File: src/rtl/food_spawn_ctrl_pkg.sv
// ----------------------------------------------------------------------------
// snake_pkg : shared types for the snake game food placement logic.
//   pos_t          {x[7:0], y[6:0]} playfield cell, same packing as segment RAM
//   spawn_state_e  food_spawn_ctrl sequencer states
//   on_grid()      unsigned bounds check of a candidate cell
// ----------------------------------------------------------------------------
package snake_pkg;

    localparam int GRID_W_DEF = 160;
    localparam int GRID_H_DEF = 120;

    typedef struct packed {
        logic [7:0] x;
        logic [6:0] y;
    } pos_t;

    typedef enum logic [2:0] {IDLE, SAMPLE, SCAN, REJECT, ACCEPT} spawn_state_e;

    // Plain unsigned compare: no wrap or modulo folding of off-grid values.
    function automatic logic on_grid(input pos_t p, input int gw, input int gh);
        return (int'(p.x) < gw) && (int'(p.y) < gh);
    endfunction

endpackage

File: src/rtl/food_spawn_ctrl_if.sv
// ----------------------------------------------------------------------------
// food_spawn_ctrl_if : game FSM <-> food spawner handshake.
//   spawn_req   game -> spawner  one-cycle request pulse
//   food_pos    spawner -> game  current food cell
//   food_valid  spawner -> game  food_pos is meaningful
//   busy        spawner -> game  request in progress
//   spawn_done  spawner -> game  one-cycle pulse, food placed
//   spawn_fail  spawner -> game  one-cycle pulse, retries exhausted
//   tries_used  spawner -> game  candidates used by last request (stats build)
// modports: master = game FSM side, slave = spawner side.
// ----------------------------------------------------------------------------
interface food_spawn_ctrl_if
    import snake_pkg::*;
#(
    parameter int TW = 7
);
    logic          spawn_req;
    pos_t          food_pos;
    logic          food_valid;
    logic          busy;
    logic          spawn_done;
    logic          spawn_fail;
    logic [TW-1:0] tries_used;

    modport master (
        output spawn_req,
        input  food_pos, food_valid, busy, spawn_done, spawn_fail, tries_used
    );

    modport slave (
        input  spawn_req,
        output food_pos, food_valid, busy, spawn_done, spawn_fail, tries_used
    );
endinterface

File: src/rtl/food_spawn_ctrl_seg_scan.sv
// ----------------------------------------------------------------------------
// food_seg_scan : walks the snake segment RAM and compares each segment with
// the current food candidate.
//   clk, rst      clock, async active-high reset
//   i_start       clear the index (driven during SAMPLE)
//   i_scan        scan in progress; one read address issued per cycle
//   i_len         latched segment count (non-zero while scanning)
//   i_cand        candidate cell
//   i_rd_data     RAM read data, valid one cycle after o_addr
//   o_addr        RAM read address (straight from the index counter)
//   o_hit         read data on the bus matches the candidate
//   o_last        read data on the bus belongs to segment len-1
// ----------------------------------------------------------------------------
module food_seg_scan
    import snake_pkg::*;
#(
    parameter  int MAX_LEN = 256,
    localparam int LW      = $clog2(MAX_LEN + 1),
    localparam int AW      = $clog2(MAX_LEN)
) (
    input  logic          clk,
    input  logic          rst,
    input  logic          i_start,
    input  logic          i_scan,
    input  logic [LW-1:0] i_len,
    input  pos_t          i_cand,
    input  pos_t          i_rd_data,
    output logic [AW-1:0] o_addr,
    output logic          o_hit,
    output logic          o_last
);

    logic [AW-1:0] r_idx;
    logic          r_vld;   // an address was issued last cycle
    logic          r_last;  // ... and it was the final segment
    logic          w_more;

    assign w_more = (LW'(r_idx) < (i_len - LW'(1)));

    always_ff @(posedge clk or posedge rst) begin
        if (rst) begin
            r_idx  <= '0;
            r_vld  <= 1'b0;
            r_last <= 1'b0;
        end else begin
            if (i_start)
                r_idx <= '0;
            else if (i_scan && w_more)
                r_idx <= r_idx + 1'b1;
            // Flags delayed by one cycle to line up with the RAM's read latency.
            r_vld  <= i_scan;
            r_last <= i_scan && !w_more;
        end
    end

    assign o_addr = r_idx;
    // RAM output is already a register, so comparing it here keeps the scan
    // at len+1 cycles.
    assign o_hit  = r_vld && (i_rd_data == i_cand);
    assign o_last = r_vld && r_last;

endmodule

File: src/rtl/food_spawn_ctrl.sv
// ----------------------------------------------------------------------------
// food_spawn_ctrl : places food for the snake game. On request it samples the
// free-running position RNG, rejects off-grid cells, scans the snake body RAM
// for collisions and retries until a free cell is found or MAX_TRIES is hit.
//   clk, rst        clock, async active-high reset
//   i_rng_posX/Y    pos_rng outputs, sampled once per candidate
//   i_snake_len     live segment count, latched per candidate
//   o_seg_rd_addr   segment RAM read address
//   i_seg_rd_data   segment RAM data, one cycle after the address
//   gif (slave)     spawn_req / food_pos / food_valid / busy / done / fail /
//                   tries_used handshake with the game FSM
// Build option: FOOD_SPAWN_STATS_EN enables the tries_used register;
// otherwise tries_used is tied to zero.
// ----------------------------------------------------------------------------
module food_spawn_ctrl
    import snake_pkg::*;
#(
    parameter  int GRID_W    = GRID_W_DEF,
    parameter  int GRID_H    = GRID_H_DEF,
    parameter  int MAX_LEN   = 256,
    parameter  int MAX_TRIES = 64,
    localparam int LW        = $clog2(MAX_LEN + 1),
    localparam int AW        = $clog2(MAX_LEN),
    localparam int TW        = $clog2(MAX_TRIES + 1)
) (
    input  logic               clk,
    input  logic               rst,
    input  logic [7:0]         i_rng_posX,
    input  logic [6:0]         i_rng_posY,
    input  logic [LW-1:0]      i_snake_len,
    output logic [AW-1:0]      o_seg_rd_addr,
    input  pos_t               i_seg_rd_data,
    food_spawn_ctrl_if.slave   gif
);

    spawn_state_e  r_state;
    pos_t          r_cand;
    logic [LW-1:0] r_len;
    logic [TW-1:0] r_tries;
    pos_t          r_food_pos;
    logic          r_food_valid;
    logic          r_busy;
    logic          r_done;
    logic          r_fail;

    pos_t          w_rng;
    logic          w_hit;
    logic          w_last;
    logic          w_exhausted;

    assign w_rng       = {i_rng_posX, i_rng_posY};
    assign w_exhausted = (r_tries == TW'(MAX_TRIES));

    food_seg_scan #(.MAX_LEN(MAX_LEN)) u_scan (
        .clk       (clk),
        .rst       (rst),
        .i_start   (r_state == SAMPLE),
        .i_scan    (r_state == SCAN),
        .i_len     (r_len),
        .i_cand    (r_cand),
        .i_rd_data (i_seg_rd_data),
        .o_addr    (o_seg_rd_addr),
        .o_hit     (w_hit),
        .o_last    (w_last)
    );

    always_ff @(posedge clk or posedge rst) begin
        if (rst) begin
            r_state      <= IDLE;
            r_cand       <= '0;
            r_len        <= '0;
            r_tries      <= '0;
            r_food_pos   <= '0;
            r_food_valid <= 1'b0;
            r_busy       <= 1'b0;
            r_done       <= 1'b0;
            r_fail       <= 1'b0;
        end else begin
            r_done <= 1'b0;
            r_fail <= 1'b0;
            case (r_state)
                IDLE: begin
                    if (gif.spawn_req) begin
                        r_food_valid <= 1'b0;
                        r_tries      <= '0;
                        r_busy       <= 1'b1;
                        r_state      <= SAMPLE;
                    end
                end
                SAMPLE: begin
                    r_cand  <= w_rng;
                    r_len   <= i_snake_len;
                    r_tries <= r_tries + 1'b1;
                    if (!on_grid(w_rng, GRID_W, GRID_H))
                        r_state <= REJECT;      // never touches the RAM
                    else if (i_snake_len == '0)
                        r_state <= ACCEPT;
                    else
                        r_state <= SCAN;
                end
                SCAN: begin
                    if (w_hit)
                        r_state <= REJECT;      // drop the remaining reads
                    else if (w_last)
                        r_state <= ACCEPT;
                end
                REJECT: begin
                    if (w_exhausted) begin
                        r_fail  <= 1'b1;
                        r_busy  <= 1'b0;
                        r_state <= IDLE;
                    end else begin
                        r_state <= SAMPLE;
                    end
                end
                ACCEPT: begin
                    r_food_pos   <= r_cand;
                    r_food_valid <= 1'b1;
                    r_done       <= 1'b1;
                    r_busy       <= 1'b0;
                    r_state      <= IDLE;
                end
                default: r_state <= IDLE;
            endcase
        end
    end

    assign gif.food_pos   = r_food_pos;
    assign gif.food_valid = r_food_valid;
    assign gif.busy       = r_busy;
    assign gif.spawn_done = r_done;
    assign gif.spawn_fail = r_fail;

`ifdef FOOD_SPAWN_STATS_EN
    logic [TW-1:0] r_tries_used;

    always_ff @(posedge clk or posedge rst) begin
        if (rst)
            r_tries_used <= '0;
        else if ((r_state == ACCEPT) || ((r_state == REJECT) && w_exhausted))
            r_tries_used <= r_tries;
    end

    assign gif.tries_used = r_tries_used;
`else
    assign gif.tries_used = '0;
`endif

endmodule
File: src/flat_wrapper.sv
// flat-port wrapper written by rule: the top's interface ports become plain ports
module food_spawn_ctrl_flat import snake_pkg::*;
#(
    parameter  int GRID_W    = GRID_W_DEF,
    parameter  int GRID_H    = GRID_H_DEF,
    parameter  int MAX_LEN   = 256,
    parameter  int MAX_TRIES = 64,
    localparam int LW        = $clog2(MAX_LEN + 1),
    localparam int AW        = $clog2(MAX_LEN),
    localparam int TW        = $clog2(MAX_TRIES + 1)
)
  (clk, rst, i_rng_posX, i_rng_posY, i_snake_len, o_seg_rd_addr, i_seg_rd_data, gif_spawn_req, gif_food_pos, gif_food_valid, gif_busy, gif_spawn_done, gif_spawn_fail, gif_tries_used);
  food_spawn_ctrl_if gif_i ();
  input  logic clk;
  input  logic rst;
  input  logic [7:0] i_rng_posX;
  input  logic [6:0] i_rng_posY;
  input  logic [LW-1:0] i_snake_len;
  output logic [AW-1:0] o_seg_rd_addr;
  input  pos_t i_seg_rd_data;
  input wire logic [$bits(gif_i.spawn_req)-1:0] gif_spawn_req;
  output wire logic [$bits(gif_i.food_pos)-1:0] gif_food_pos;
  output wire logic [$bits(gif_i.food_valid)-1:0] gif_food_valid;
  output wire logic [$bits(gif_i.busy)-1:0] gif_busy;
  output wire logic [$bits(gif_i.spawn_done)-1:0] gif_spawn_done;
  output wire logic [$bits(gif_i.spawn_fail)-1:0] gif_spawn_fail;
  output wire logic [$bits(gif_i.tries_used)-1:0] gif_tries_used;
  assign gif_i.spawn_req = gif_spawn_req;
  assign gif_food_pos = gif_i.food_pos;
  assign gif_food_valid = gif_i.food_valid;
  assign gif_busy = gif_i.busy;
  assign gif_spawn_done = gif_i.spawn_done;
  assign gif_spawn_fail = gif_i.spawn_fail;
  assign gif_tries_used = gif_i.tries_used;
  food_spawn_ctrl #(.GRID_W(GRID_W), .GRID_H(GRID_H), .MAX_LEN(MAX_LEN), .MAX_TRIES(MAX_TRIES)) u_core (.clk(clk), .rst(rst), .i_rng_posX(i_rng_posX), .i_rng_posY(i_rng_posY), .i_snake_len(i_snake_len), .o_seg_rd_addr(o_seg_rd_addr), .i_seg_rd_data(i_seg_rd_data), .gif(gif_i));
endmodule
File: config.mk
export PLATFORM = sky130hd
export DESIGN_NAME = food_spawn_ctrl_flat
export DESIGN_NICKNAME = d
export VERILOG_FILES = /design/src/rtl/food_spawn_ctrl_pkg.sv /design/src/rtl/food_spawn_ctrl_if.sv /design/src/rtl/food_spawn_ctrl_seg_scan.sv /design/src/rtl/food_spawn_ctrl.sv /design/src/flat_wrapper.sv
export SDC_FILE = /design/constraint.sdc
export NUM_CORES = 1
export LEC_CHECK = 0
export BUFFER_PORTS_ARGS = -buffer_cell sky130_fd_sc_hd__buf_2
export CORE_MARGIN = 2
export CORE_UTILIZATION = 39
export CTS_CLUSTER_DIAMETER = 30
export DETAILED_ROUTE_END_ITERATION = 8
export PLACE_DENSITY = 0.61
export SLEW_MARGIN = 20
export SYNTH_ARGS = -nofsm -noshare
export SYNTH_HDL_FRONTEND = slang
export SYNTH_SLANG_ARGS = --single-unit
File: constraint.sdc
create_clock -name clk -period 3.9 [get_ports clk]
set_clock_uncertainty 0.2 [all_clocks]
set_input_delay 0.195 -clock clk [delete_from_list [all_inputs] [get_ports clk]]
set_output_delay 0.195 -clock clk [all_outputs]
set_load 0.02 [all_outputs]
==> impl_results.md <==
* Syn. warnings at 0
* Fin crit share at 0.774
* Clock Path Buffers at 2
* Core Util, Final at 0.523
* Total track usage at 0.185
* Cell count along the critical path at 10
* Critical path fanouts, max at 6
* Leakage power at between 2 and 2.5 nW
* Register Area at around 0.0016 mm²
* Complex-gate fraction of the synthesized area at 0.0868
* Initial antenna violation count at 0
* XOR/XNOR share of the synthesized area at 0.0611
* Clock slew at reported path FFs at around 0.07 ns
* Most frequent cells in the layout: nand2_1, buf_2, dfrtp_1
* Num CTS Buffers at 9
* Num rows at 32
* Post-Place Cells at between 400 and 500
* Post-DP HPWL at between 5 and 6 mm
* Max Freq at ~330 MHz
* Synth Area in Simple Gates at 0.203
* Final hold viol count at 0
* Die width at roughly 94 µm
* Sum of negative setup slack at 0 ns
* Ys flop type: dfrtp_1
* Max IR drop VDD at between 200 and 300 µV
* Area contributors post-synth: dfrtp_1, nand2_1, mux2_2, xnor2_1, ha_1
* Root Buffer: clkbuf_8
* # IOs at 76
* Critical path cell sequence: nor3_2 > nand3_1 > nor3_1 > xnor2_1 > ha_1 > a21oi_1 > o211ai_1 > o22a_1 > or4_1 > a21oi_1
* Largest family of logic cells by synthesized area: simple AND/OR/NAND/NOR gates
* # H-tree levels at 3
* Share of cells above drive strength 1 at 0.261
* Data arrival, critical path at a little over 3 ns
* WHS at approximately 0.036 ns
* Max_cap viols at 0
* Core ar. at between 0.007 and 0.008 mm²
* Overall power at around 0.0026 W
* WP buf/inv at 0
* # clock sinks at between 60 and 70
* Largest area contributor in the netlist: dfrtp_1
* Antenna viol nets, final at 0
* Hold depth at 3
* Port Buf Inserts at 68
* CP endpoint kind: register
* Synth cell types at 47
* Share of the synthesized area in the top cell type at 0.500
* Post-synthesis register bit count at 63
* Delay-heaviest family, CP: simple AND/OR/NAND/NOR gates
* Sequential area share after synthesis at 0.500
* CP startpoint kind: register
* Final Max Slew Viols at 0
* GRT overflow at 0
* Number of global-route vias before repair at roughly 2.6k
* Drt first pass iters at 6
* Non-Filler Instances at 519
* Max stage delay on crit path at 0.52 ns
* Setup Crit Path Kind: register to register
* Power Dens Cells at approximately 650 mW/mm²
* Initial core utilization at 0.406
* Slew HR at 0.436
* Iter 0 DRT Violations at roughly 220
* NumNets Final at around 470
* Post-synthesis adder-cell area fraction at 0.0436
* Synthesized area per cell at 9.89 µm²
* Outcome: completed
* Area Overhead vs Synth at 28.7%
* R2R cell count at 10
* Drt wl/cell at 14.3 µm
* Slew @ Worst Pin at between 0.8 and 0.9 ns
* DIE HEIGHT at 94.0 µm
* Post-synthesis mux area share at 0.0630
* CTS tree: yes
* Synthesized instance count at between 300 and 400
* Die area at roughly 0.0088 mm²
* Antenna cells at 0
* Placer Congestion at ~0.8
* DRC at 0
* Setup violators final at 0
* Post-Syn Area at around 0.0032 mm²
* Final wirelength at approximately 7.4 mm
* Area of the multi-input gates at 0.00147 mm²
* Synth async-reset ratio at 1.00
* Filler cells at between 700 and 800
* Clock Latency Late Sink at approximately 0.33 ns
* RSZ-0062 raised after global routing: no
* Min-Delay Path Class: input pin to register
* Pin count of the biggest net entering global routing at 35
* First-pass GRT wire length at approximately 13 mm
* Total number of vias at 2644
* CP required at between 3 and 4 ns
* Minimum clock period at 3.02 ns
* Most frequent CP cell: a21oi_1
* Commonest non-fill, non-tap cell in the layout: nand2_1
* Vias per cell at roughly 5.1
* Slowest-stage cell, CP: or4_1
* Post-synth EDFFs at 0
-- worst reg2reg max path: stages, from the launching register on --
cell      delay (ns)
dfrtp_1         0.44
nor3_2          0.27
nand3_1         0.15
nor3_1          0.22
xnor2_1         0.15
ha_1            0.28
a21oi_1         0.16
o211ai_1        0.12
o22a_1          0.29
or4_1           0.52
a21oi_1         0.14
-- flip-flops by register name, summed over array words and instances, names as in the netlist --
register               count
u_core.gif.food_valid      1
u_core.u_scan.r_last       1
u_core.gif.busy            1
u_core.r_cand             15
u_core.gif.food_pos       15
u_core.gif.spawn_done      1
u_core.r_tries             7
u_core.u_scan.r_vld        1
u_core.r_len               9
u_core.gif.spawn_fail      1
u_core.r_state             3
u_core.u_scan.o_addr       8
-- cell type report --
type / instances / share of cell area
timing repair buffer: 95 / 0.149
inverter: 9 / 0.00863
sequential: 63 / 0.388
clock inverter: 3 / 0.0222
tap: 102 / 0.0314
multi-input combinational: 235 / 0.362
clock buffer: 12 / 0.0382
-- cells in the mapped netlist, types with 2 or more instances --
| cell type | n |
|---|---|
| nand2_1 | 84 |
| dfrtp_1 | 63 |
| xnor2_1 | 18 |
| mux2_2 | 15 |
| o21ai_0 | 12 |
| ha_1 | 11 |
| nand4_1 | 10 |
| clkbuf_1 | 8 |
| a21oi_1 | 7 |
| buf_4 | 7 |
| inv_1 | 7 |
| nand3_1 | 7 |
| nor2_1 | 6 |
| and3_1 | 5 |
| o31ai_1 | 5 |
| o211ai_1 | 4 |
| or4_1 | 4 |
| xor2_1 | 4 |
| and2_1 | 3 |
| buf_2 | 3 |
| mux2i_1 | 3 |
| nor3_1 | 3 |
| a211oi_1 | 2 |
| a22o_1 | 2 |
| nand3b_1 | 2 |
| nor4b_1 | 2 |
| o22ai_1 | 2 |
-- path summary, 6_finish.rpt --
| path | slack (ns) | startpoint | end |
|---|---|---|---|
| max in group asynchronous | 2.30 | rst | u_core.r_len[8] |
| worst max-delay path | 0.88 | u_core.r_len[2] | u_core.u_scan.o_addr[5] |
| worst min-delay path | 0.04 | gif_spawn_req | u_core.gif.busy |
| min in group asynchronous | 0.34 | rst | u_core.gif.food_pos[11] |
| worst max register to register | 0.88 | u_core.r_len[2] | u_core.u_scan.o_addr[5] |
| worst min register to register | 0.27 | u_core.gif.food_valid | u_core.gif.food_valid |
-- through the flow --
step / setup slack, ns / area, µm²
floorplan: 1.16 / 3180
global placement: 1.06 / 3560
detailed placement: 0.901 / 3570
CTS: 0.879 / 4060
global route: 0.584 / 4060
finish: 0.881 / 4060
-- logic make-up after synthesis --
group                    after synthesis
AND/OR/NAND/NOR                      135
AO/OA/AOI/OAI                         42
XOR/XNOR                              22
buffers and inverters                 27
multiplexers                          18
adder cells (fa/ha/maj)               11
other                                  1
flip-flops                            63
-- report_power, final --
part	total [W]	internal [W]	leakage, nW	switching [W]
clock network	0.000708	0.000457	0.123	0.000251
logic	0.000879	0.000375	1.10	0.000504
registers	0.00103	0.000830	0.827	0.000204
total	0.00262	0.00166	2.05	0.000959
-- metal layers --
layer / part of all wire / global-route usage
met5: 0 / 0
met4: 0.025 / 0.0882
met3: 0.070 / 0.0498
met2: 0.46 / 0.292
met1: 0.44 / 0.234
-- repair_timing --
item                                   CTS  global route
hold buffers                            25             0
endpoints found under the hold margin   58             0
setup buffers                            0             0
gates resized for setup                  0             0
setup endpoints to repair                0             0
No activity file was read; power rests on OpenSTA's default activity.
